$ cat src/rtl/fpu_pkg.sv
// Shared definitions for the floating-point add/subtract path: field widths,
// flag bit positions, the canonical quiet NaN and the sequencer states.
package fpu_pkg;

   localparam int FLAG_INEXACT   = 0;
   localparam int FLAG_UNDERFLOW = 1;
   localparam int FLAG_OVERFLOW  = 2;
   localparam int FLAG_INVALID   = 3;

   typedef enum logic [2:0] {
      S_IDLE,
      S_UNPACK,
      S_ALIGN,
      S_ADD,
      S_NORM,
      S_ROUND,
      S_DONE
   } fpu_state_t;

   function automatic int exp_w(input int bitness);
      case (bitness)
         16:      return 5;
         64:      return 11;
         default: return 8;
      endcase
   endfunction

   function automatic int mant_w(input int bitness);
      return bitness - 1 - exp_w(bitness);
   endfunction

   function automatic int bias(input int bitness);
      return (1 << (exp_w(bitness) - 1)) - 1;
   endfunction

   // Sign 0, exponent all ones, fraction MSB set, remaining fraction bits clear.
   function automatic logic [63:0] canonical_qnan(input int bitness);
      logic [63:0] v;
      v = '0;
      for (int i = mant_w(bitness) - 1; i <= bitness - 2; i++) begin
         v[i] = 1'b1;
      end
      return v;
   endfunction

endpackage

$ cat src/rtl/fpu_lzc.sv
// Combinational leading-zero counter; an all-zero input reports W.
module fpu_lzc #(
   parameter int W = 27
) (
   input  logic [W-1:0]             value,
   output logic [$clog2(W+1)-1:0]   count
);

   localparam int CW = $clog2(W + 1);

   // Scanning upward lets the highest set bit have the final word.
   always_comb begin
      count = CW'(W);
      for (int i = 0; i < W; i++) begin
         if (value[i]) begin
            count = CW'(W - 1 - i);
         end
      end
   end

endmodule

$ cat src/rtl/fpu_addsub.sv
// Multi-cycle IEEE-754 adder/subtractor with round-to-nearest-even,
// subnormal support, signed zeros, special-case handling and exception flags.
module fpu_addsub
   import fpu_pkg::*;
#(
   parameter int bitness = 32
) (
   input  logic               clock,
   input  logic               reset,
   input  logic               input_rdy,
   output logic               input_ack,
   input  logic [bitness-1:0] data_a,
   input  logic [bitness-1:0] data_b,
   input  logic               op_sub,
   output logic               output_rdy,
   input  logic               output_ack,
   output logic [bitness-1:0] result,
   output logic [3:0]         flags
);

   localparam int EW  = exp_w(bitness);
   localparam int MW  = mant_w(bitness);
   localparam int SW  = MW + 1;
   localparam int XW  = MW + 4;
   localparam int XEW = EW + 2;
   localparam int CW  = $clog2(XW + 1);
   localparam logic [63:0]        QNAN_FULL = canonical_qnan(bitness);
   localparam logic [bitness-1:0] QNAN      = QNAN_FULL[bitness-1:0];
   localparam logic [XEW-1:0]     EXP_MAX   = XEW'((1 << EW) - 1);
   localparam logic [XEW-1:0]     SHIFT_SAT = XEW'(MW + 3);

   if (bitness != 16 && bitness != 32 && bitness != 64) begin : g_bad_bitness
      $error("fpu_addsub: bitness must be 16, 32 or 64");
   end

   fpu_state_t state, state_next;

   logic [bitness-1:0] opa, opb;
   logic               sub_q;
   logic               sign_a, sign_b;
   logic [XEW-1:0]     exp_a, exp_b;
   logic [SW-1:0]      sig_a, sig_b;
   logic               big_sign, eff_sub;
   logic [XEW-1:0]     big_exp;
   logic [XW-1:0]      big_ext, small_ext;
   logic [XW:0]        sum;
   logic               sum_sign;
   logic [XEW-1:0]     sum_exp;
   logic [XW-1:0]      norm_sig;
   logic [XEW-1:0]     norm_exp;
   logic               norm_sign;

   logic [EW-1:0] ea_raw, eb_raw;
   logic [MW-1:0] fa_raw, fb_raw;
   logic          sb_eff;
   logic          a_nan, b_nan, a_inf, b_inf;
   logic          special;
   logic [bitness-1:0] spec_result;
   logic [3:0]         spec_flags;

   assign ea_raw = opa[bitness-2:MW];
   assign eb_raw = opb[bitness-2:MW];
   assign fa_raw = opa[MW-1:0];
   assign fb_raw = opb[MW-1:0];
   assign sb_eff = opb[bitness-1] ^ sub_q;
   assign a_nan  = (&ea_raw) && (|fa_raw);
   assign b_nan  = (&eb_raw) && (|fb_raw);
   assign a_inf  = (&ea_raw) && !(|fa_raw);
   assign b_inf  = (&eb_raw) && !(|fb_raw);

   // Special operands bypass the arithmetic pipeline entirely.
   always_comb begin
      special     = 1'b0;
      spec_result = '0;
      spec_flags  = '0;
      if (a_nan || b_nan) begin
         special                  = 1'b1;
         spec_result              = QNAN;
         spec_flags[FLAG_INVALID] = (a_nan && !fa_raw[MW-1]) || (b_nan && !fb_raw[MW-1]);
      end else if (a_inf && b_inf && (opa[bitness-1] != sb_eff)) begin
         special                  = 1'b1;
         spec_result              = QNAN;
         spec_flags[FLAG_INVALID] = 1'b1;
      end else if (a_inf) begin
         special     = 1'b1;
         spec_result = {opa[bitness-1], {EW{1'b1}}, {MW{1'b0}}};
      end else if (b_inf) begin
         special     = 1'b1;
         spec_result = {sb_eff, {EW{1'b1}}, {MW{1'b0}}};
      end
   end

   logic           a_bigger;
   logic [XEW-1:0] exp_diff, shift_r;
   logic [XW-1:0]  small_raw, small_shifted;
   logic           small_lost;

   always_comb begin
      a_bigger      = {exp_a, sig_a} >= {exp_b, sig_b};
      exp_diff      = a_bigger ? (exp_a - exp_b) : (exp_b - exp_a);
      shift_r       = (exp_diff > SHIFT_SAT) ? SHIFT_SAT : exp_diff;
      small_raw     = {(a_bigger ? sig_b : sig_a), 3'b000};
      small_shifted = small_raw >> shift_r;
      small_lost    = |(small_raw & ~({XW{1'b1}} << shift_r));
   end

   logic [XW:0] sum_calc;
   assign sum_calc = eff_sub ? ({1'b0, big_ext} - {1'b0, small_ext})
                             : ({1'b0, big_ext} + {1'b0, small_ext});

   logic [CW-1:0]  lz;
   logic [XEW-1:0] lz_ext, max_shift, shift_l;

   fpu_lzc #(.W(XW)) u_lzc (
      .value (sum[XW-1:0]),
      .count (lz)
   );

   // Normalising left shift stops at exponent 1 so tiny results become subnormal.
   always_comb begin
      lz_ext    = XEW'(lz);
      max_shift = sum_exp - XEW'(1);
      shift_l   = (lz_ext > max_shift) ? max_shift : lz_ext;
   end

   logic               round_up;
   logic [SW:0]        rounded;
   logic [SW-1:0]      fin_mant;
   logic [XEW-1:0]     fin_exp;
   logic               inexact;
   logic [bitness-1:0] round_result;
   logic [3:0]         round_flags;

   always_comb begin
      round_up    = norm_sig[2] & (norm_sig[1] | norm_sig[0] | norm_sig[3]);
      rounded     = {1'b0, norm_sig[XW-1:3]} + {{SW{1'b0}}, round_up};
      inexact     = |norm_sig[2:0];
      round_flags = '0;
      round_flags[FLAG_INEXACT] = inexact;
      if (rounded[SW]) begin
         fin_mant = rounded[SW:1];
         fin_exp  = norm_exp + XEW'(1);
      end else begin
         fin_mant = rounded[SW-1:0];
         fin_exp  = norm_exp;
      end
      if (fin_exp >= EXP_MAX) begin
         round_result               = {norm_sign, {EW{1'b1}}, {MW{1'b0}}};
         round_flags[FLAG_OVERFLOW] = 1'b1;
         round_flags[FLAG_INEXACT]  = 1'b1;
      end else begin
         round_result = {norm_sign, (fin_mant[SW-1] ? fin_exp[EW-1:0] : {EW{1'b0}}), fin_mant[MW-1:0]};
         round_flags[FLAG_UNDERFLOW] = !fin_mant[SW-1] && inexact;
      end
   end

   always_comb begin
      state_next = state;
      input_ack  = 1'b0;
      output_rdy = 1'b0;
      case (state)
         S_IDLE:   if (input_rdy) state_next = S_UNPACK;
         S_UNPACK: begin
            input_ack  = 1'b1;
            state_next = special ? S_DONE : S_ALIGN;
         end
         S_ALIGN:  state_next = S_ADD;
         S_ADD:    state_next = S_NORM;
         S_NORM:   state_next = S_ROUND;
         S_ROUND:  state_next = S_DONE;
         S_DONE: begin
            output_rdy = 1'b1;
            if (output_ack) state_next = S_IDLE;
         end
         default:  state_next = S_IDLE;
      endcase
   end

   always_ff @(posedge clock) begin
      if (!reset) begin
         state  <= S_IDLE;
         result <= '0;
         flags  <= '0;
      end else begin
         state <= state_next;
         if (state == S_UNPACK && special) begin
            result <= spec_result;
            flags  <= spec_flags;
         end else if (state == S_ROUND) begin
            result <= round_result;
            flags  <= round_flags;
         end
      end
   end

   // Datapath stage registers; an aborted operation simply leaves stale values behind.
   always_ff @(posedge clock) begin
      case (state)
         S_IDLE: if (input_rdy) begin
            opa   <= data_a;
            opb   <= data_b;
            sub_q <= op_sub;
         end
         S_UNPACK: begin
            sign_a <= opa[bitness-1];
            sign_b <= sb_eff;
            exp_a  <= (ea_raw == '0) ? XEW'(1) : XEW'(ea_raw);
            exp_b  <= (eb_raw == '0) ? XEW'(1) : XEW'(eb_raw);
            sig_a  <= {(ea_raw != '0), fa_raw};
            sig_b  <= {(eb_raw != '0), fb_raw};
         end
         S_ALIGN: begin
            big_sign  <= a_bigger ? sign_a : sign_b;
            eff_sub   <= sign_a ^ sign_b;
            big_exp   <= a_bigger ? exp_a : exp_b;
            big_ext   <= {(a_bigger ? sig_a : sig_b), 3'b000};
            small_ext <= {small_shifted[XW-1:1], small_shifted[0] | small_lost};
         end
         S_ADD: begin
            sum      <= sum_calc;
            sum_exp  <= big_exp;
            sum_sign <= (sum_calc == '0) ? (!eff_sub && big_sign) : big_sign;
         end
         S_NORM: begin
            norm_sign <= sum_sign;
            if (sum[XW]) begin
               norm_sig <= {sum[XW:2], sum[1] | sum[0]};
               norm_exp <= sum_exp + XEW'(1);
            end else begin
               norm_sig <= sum[XW-1:0] << shift_l;
               norm_exp <= sum_exp - shift_l;
            end
         end
         default: ;
      endcase
   end

endmodule

$ cat config.mk
export PLATFORM = sky130hd
export DESIGN_NAME = fpu_addsub
export DESIGN_NICKNAME = d
export VERILOG_FILES = /design/src/rtl/fpu_pkg.sv /design/src/rtl/fpu_lzc.sv /design/src/rtl/fpu_addsub.sv
export SDC_FILE = /design/constraint.sdc
export NUM_CORES = 1
export LEC_CHECK = 0
export ABC_CLOCK_PERIOD_IN_PS = 12740
export CORE_MARGIN = 2
export CORE_UTILIZATION = 55
export DETAILED_ROUTE_END_ITERATION = 10
export PLACE_DENSITY = 0.75
export SYNTH_ARGS = -nofsm -noshare
export SYNTH_HDL_FRONTEND = slang
export SYNTH_SLANG_ARGS = --single-unit
$ cat constraint.sdc
create_clock -name clock -period 12.74 [get_ports clock]
set_clock_uncertainty 0.1 [all_clocks]
set_input_delay 2.548 -clock clock [delete_from_list [all_inputs] [get_ports clock]]
set_output_delay 2.548 -clock clock [all_outputs]
set_load 0.02 [all_outputs]
# Word-level counts from Yosys, hierarchy flattened
# Index checks and enable logic that the tools add are counted.
# classes
add_sub_neg	9
n_reduce_logical	35
muxes	65
order_cmp	4
n_eq_ne	9
shifts	3
bitwise_logic	10
# op_table
cell	count
two-way mux 32 bit	6
two-way mux 5 bit	16
two-way mux 24 bit	3
two-way mux 10 bit	6
OR reduction 23 bit	2
two-way mux 4 bit	10
greater-or-equal comparator 34 bit	1
two-way mux 31 bit	1
subtractor 10 bit	3
adder 27 x 27 -> 28 bit	1
logical NOT 28 bit	1
two-way mux 28 bit	1
subtractor 27 x 27 -> 28 bit	1
AND 27 bit	1
NOT 27 bit	1
OR reduction 27 bit	1
<< shifter 27 x 10 -> 27 bit	1
<< shifter 27 x 10 -> 27 bit (first input constant)	1
right shift 27 x 10 -> 27 bit	1
two-way mux 26 bit	1
adder 24 x 1 -> 25 bit	1
case mux 3 bit (7 select lines)	1
adder 10 x 1 -> 10 bit (second input constant)	2
logical NOT 8 bit	2
other kinds (27)	70
# totals
output_inout_bits	38
elab_cells	162
input_bits	69
reg_bits	314

# Logic depth before layout (Yosys ltp)
# depth
depth_word	31
mapped_depth	30
mapped_depth_nobuf	28

# Modules after synthesis
# A second synthesis with hierarchy kept.
# hier_totals
hier_cells	2009
area_unflattened_um2	19473.7
# modules_own_cells
mod	instances	seq_area_each_um2	cells_per_inst	area_each_um2
fpu_addsub	1	8798.4	1958	19195.9
fpu_lzc	1	0.0	51	277.8

# Worst setup path before layout
# OpenSTA, ideal clock, no wires.
# synth_timing
path_kind	input port to flip-flop
from	in input_rdy
to	reg opa[0], enable pin
t_arrival_ns	9.138
path_stages	1
required_ns	11.969
slack_ns	2.831
setup_time_ns	0.671
n_path_buf	0
path_cell_list	nor4b_1
# synth_via
elab_chain_cells	1
# synth_rtl
element	line	rtl
from (decl)	fpu_addsub.sv:10	input logic input_rdy,
AND reduction 2 bit (no line)	n/a	
to (signal assigned)	fpu_addsub.sv:200	opa <= data_a;
to (decl)	fpu_addsub.sv:38	logic [bitness-1:0] opa, opb;
# No other way between the ends.
# A chain may end at the register's enable or synchronous reset.

# Final worst setup path
# layout_timing
from	reg sum[4]
to	reg norm_exp[9] (data pin)
# layout_via
elab_chain_cells	27
# layout_rtl
element	line	rtl
from (decl)	fpu_addsub.sv:46	logic [XW:0] sum;
from (signal assigned)	fpu_addsub.sv:220	sum <= sum_calc;
two-way mux 4 bit * (7 in series)	fpu_lzc.sv:15	if (value[i]) begin
two-way mux 5 bit * (16 in series)	fpu_lzc.sv:15	
greater-than comparator 5 x 10 -> 1 bit	fpu_addsub.sv:123	shift_l = (lz_ext > max_shift) ? max_shift : lz_ext;
two-way mux 10 bit *	fpu_addsub.sv:123	
subtractor 10 bit *	fpu_addsub.sv:231	norm_exp <= sum_exp - shift_l;
two-way mux 10 bit *	fpu_addsub.sv:226	if (sum[XW]) begin
to (signal assigned)	fpu_addsub.sv:228	norm_exp <= sum_exp + XEW'(1);
to (signal assigned)	fpu_addsub.sv:231	
to (decl)	fpu_addsub.sv:50	logic [XEW-1:0] norm_exp;
# Every way passes the cells marked *; elsewhere a longest branch is shown, timed or not.

==> results.sh <==
export IMPL_required_ns=12.91
export IMPL_syn_inst=1979
export IMPL_ys_seq_area_share_pct=45.4
export IMPL_wl_per_cell_um=19.7
export IMPL_antenna_found_initial=1
export IMPL_power_switching_uw=918
export IMPL_crit_path_max_incr_delay_ns=0.76
export IMPL_dieWidth_um=192
export IMPL_r2r_start="sum[4]"
export IMPL_powerDensity_nw_per_um2=134
export IMPL_synthesis_nets=2159
export IMPL_netlist_top_cells_count="267 x edfxtp_1, 173 x nand2_1, 154 x nor2_1"
export IMPL_ctsRootBufferMaster="clkbuf_16"
export IMPL_n_fill_cell=2753
export IMPL_dp_hpwl_um=38200
export IMPL_worstSetupStartpoint="sum[4]"
export IMPL_synth_edf_count=267
export IMPL_synth_top_flop_cell="edfxtp_1"
export IMPL_core_um2=34600
export IMPL_dieArea_um2=36800
export IMPL_dp_cells=2463
export IMPL_yosys_area_top_type="edfxtp_1"
export IMPL_routed_wl_um=49800
export IMPL_post_cts_resized=0
export IMPL_htree_levels=2
export IMPL_ir_worst_vdd_uv=137
export IMPL_via_count=15800
export IMPL_maxSlewViolCount=0
export IMPL_p_leak_uw=0.00829
export IMPL_antenna_left=0
export IMPL_grt_pass1_vias=14800
export IMPL_grt_max_degree=66
export IMPL_rsz0062_at_grt="false"
export IMPL_drive_above_1_share_pct=6.57
export IMPL_sw_frac_of_total_pct=31.0
export IMPL_cpMaxStageDelayCell="mux2_2"
export IMPL_cts_path_max_buffers=3
export IMPL_port_buffers=106
export IMPL_tightest_slew_ns=1.21
export IMPL_crit_type="reg2reg"
export IMPL_cp_arrival_ns=6.87
export IMPL_grt_first_pass_wirelength_um=78200
export IMPL_cts_tree="done"
export IMPL_clk_pin_slew_ns=0.06
export IMPL_seq_power_share_pct=42.3
export IMPL_final_setup_viol_count=0
export IMPL_utilization_pct=63.6
export IMPL_max_cap_violations=0
export IMPL_cts_setup_buffers=0
export IMPL_slew_headroom_pct=19.3
export IMPL_top_level_ports=107
export IMPL_rows=68
export IMPL_hold_buffers=0
export IMPL_clock_latency_ns=0.53
export IMPL_ys_seq_elements=306
export IMPL_fin_hold_ws_ns=0.318
export IMPL_grt_use_total_pct=26.9
export IMPL_crit_path_max_fanout=31
export IMPL_worstHoldPathType="reg2reg"
export IMPL_finalPower_uw=2960
export IMPL_final_cells=2524
export IMPL_n_antenna_cell=0
export IMPL_ys_async_sr_fraction_pct=0
export IMPL_syn_area_per_cell_um2=9.80
export IMPL_p_comb_share_pct=23.7
export IMPL_min_from="big_exp[0]"
export IMPL_drc_errors=0
export IMPL_endpoint_kind="register"
export IMPL_cts_buffers=34
export IMPL_status="finished, final reports clean"
export IMPL_area_growth_synth_to_final_pct=13.7
export IMPL_layout_min_cycle_time_ns=6.70
export IMPL_first_iter_violations=1460
export IMPL_via_per_inst=6.24
export IMPL_synth_top_area_share_pct=41.4
export IMPL_crit_path_start_kind="register"
export IMPL_synthDistinctLibCells=85
export IMPL_cts_sinks=306
export IMPL_yosysMostFrequentCell="edfxtp_1"
export IMPL_die_y_um=192
export IMPL_internal_power_uw=2050
export IMPL_p_clk_share_pct=34.1
export IMPL_netlist_top_cells_area="edfxtp_1 41%, ha_1 6.9%, mux2i_1 5.3%"
export IMPL_fin_crit_sh_pct=52.6
export IMPL_hold_violations=0
export IMPL_overflow=0
export IMPL_dr_pass1_iters=8
export IMPL_place_congestion=0.991
export IMPL_yosys_warnings=0
export IMPL_tns_ns=0
export IMPL_syn_area_um2=19400
export IMPL_fin_nets=2224
export IMPL_start_util_pct=56.0
export IMPL_r2r_slack_ns=6.04
export IMPL_fmax_mhz=149
## final timing paths
| check | to | cells past startpoint |
|---|---|---|
| max | norm_exp[9] | 28 |
| min reg2reg | sum_exp[0] | 0 |
| max reg2reg | norm_exp[9] | 28 |
| min | sum_exp[0] | 0 |
## power groups by stage
| stage | clock [µW] | combinational, µW | sequential, µW |
|---|---|---|---|
| global placement | 0 | 670 | 1270 |
| finish | 1010 | 701 | 1250 |
| CTS | 1030 | 684 | 1250 |
| floorplan | 0 | 484 | 1260 |
| global route | 1070 | 761 | 1260 |
| detailed placement | 0 | 680 | 1270 |
## routing by layer
layer | vias up | wire, µm | GRT usage (%) | share of wire, %
li1 | 7500 | - | - | -
met1 | 7503 | 20900 | 35.2 | 42
met2 | 630 | 24100 | 45.6 | 48
met3 | 125 | 3130 | 4.02 | 6.3
met4 | 2 | 1680 | 9.59 | 3.4
met5 | - | 13 | 0 | 0.026
## registers in the layout (all words and copies together) (netlist names), 10 cells and up
name       flops
opa           32
norm_exp      10
sig_a         24
sig_b         24
small_ext     27
result        32
sum           28
opb           32
norm_sig      27
big_ext       24
## metrics by stage
stage | setup slack, ns | area, µm²
after floorplan | 2.83 | 19400
after global placement | 6.39 | 20900
after detailed placement | 6.21 | 20900
after CTS | 6.07 | 22000
after global routing | 5.50 | 22000
final | 6.04 | 22000
## worst max-delay path: cells and delay by family, from the launching register on
kind	cells	cell delay, ns
adders and majority gates	3	0.92
muxes	1	0.76
AOI/OAI and AO/OA	17	3.30
and+or+nand+nor	3	0.38
buffers and inverters	3	0.43
xor gates and xnor gates	1	0.10
DFF	1	0.47
## kinds of logic after synthesis
group                      Yosys count  synth area share (%)
adders and majority gates          111                  7.32
DFF                                306                  45.4
xor gates and xnor gates            66                  3.02
AOI/OAI and AO/OA                  536                  17.9
and+or+nand+nor                    600                  14.8
muxes                              127                  6.94
buffers and inverters              233                  4.57
## layout by cell type, fill, tap and decap left out, drive strengths merged, types with 17 or more instances in the layout
cell / n
a21o: 24
a21oi: 141
a22o: 18
a31oi: 23
and3: 17
buf: 23
clkbuf: 38
clkdlybuf4s50: 106
dfxtp: 39
edfxtp: 267
ha: 107
inv: 137
mux2: 20
mux2i: 103
nand2: 173
nand2b: 24
nand3: 47
nand4: 18
nor2: 154
nor2b: 22
nor3: 54
nor4: 29
o211ai: 29
o21ai: 137
xnor2: 46
xor2: 20
## layout make-up
class                   instances  area (µm²)  share of cell area [%]
clock buffers                  38         908                    4.12
clock inverters                23         260                    1.18
inverters                     133         499                    2.27
multi-input cells            1440        9770                    44.3
flip-flops and latches        306        8800                    39.9
well taps                     455         569                    2.58
repair buffers                129        1230                    5.60
Power figures use the tool's default switching activity.
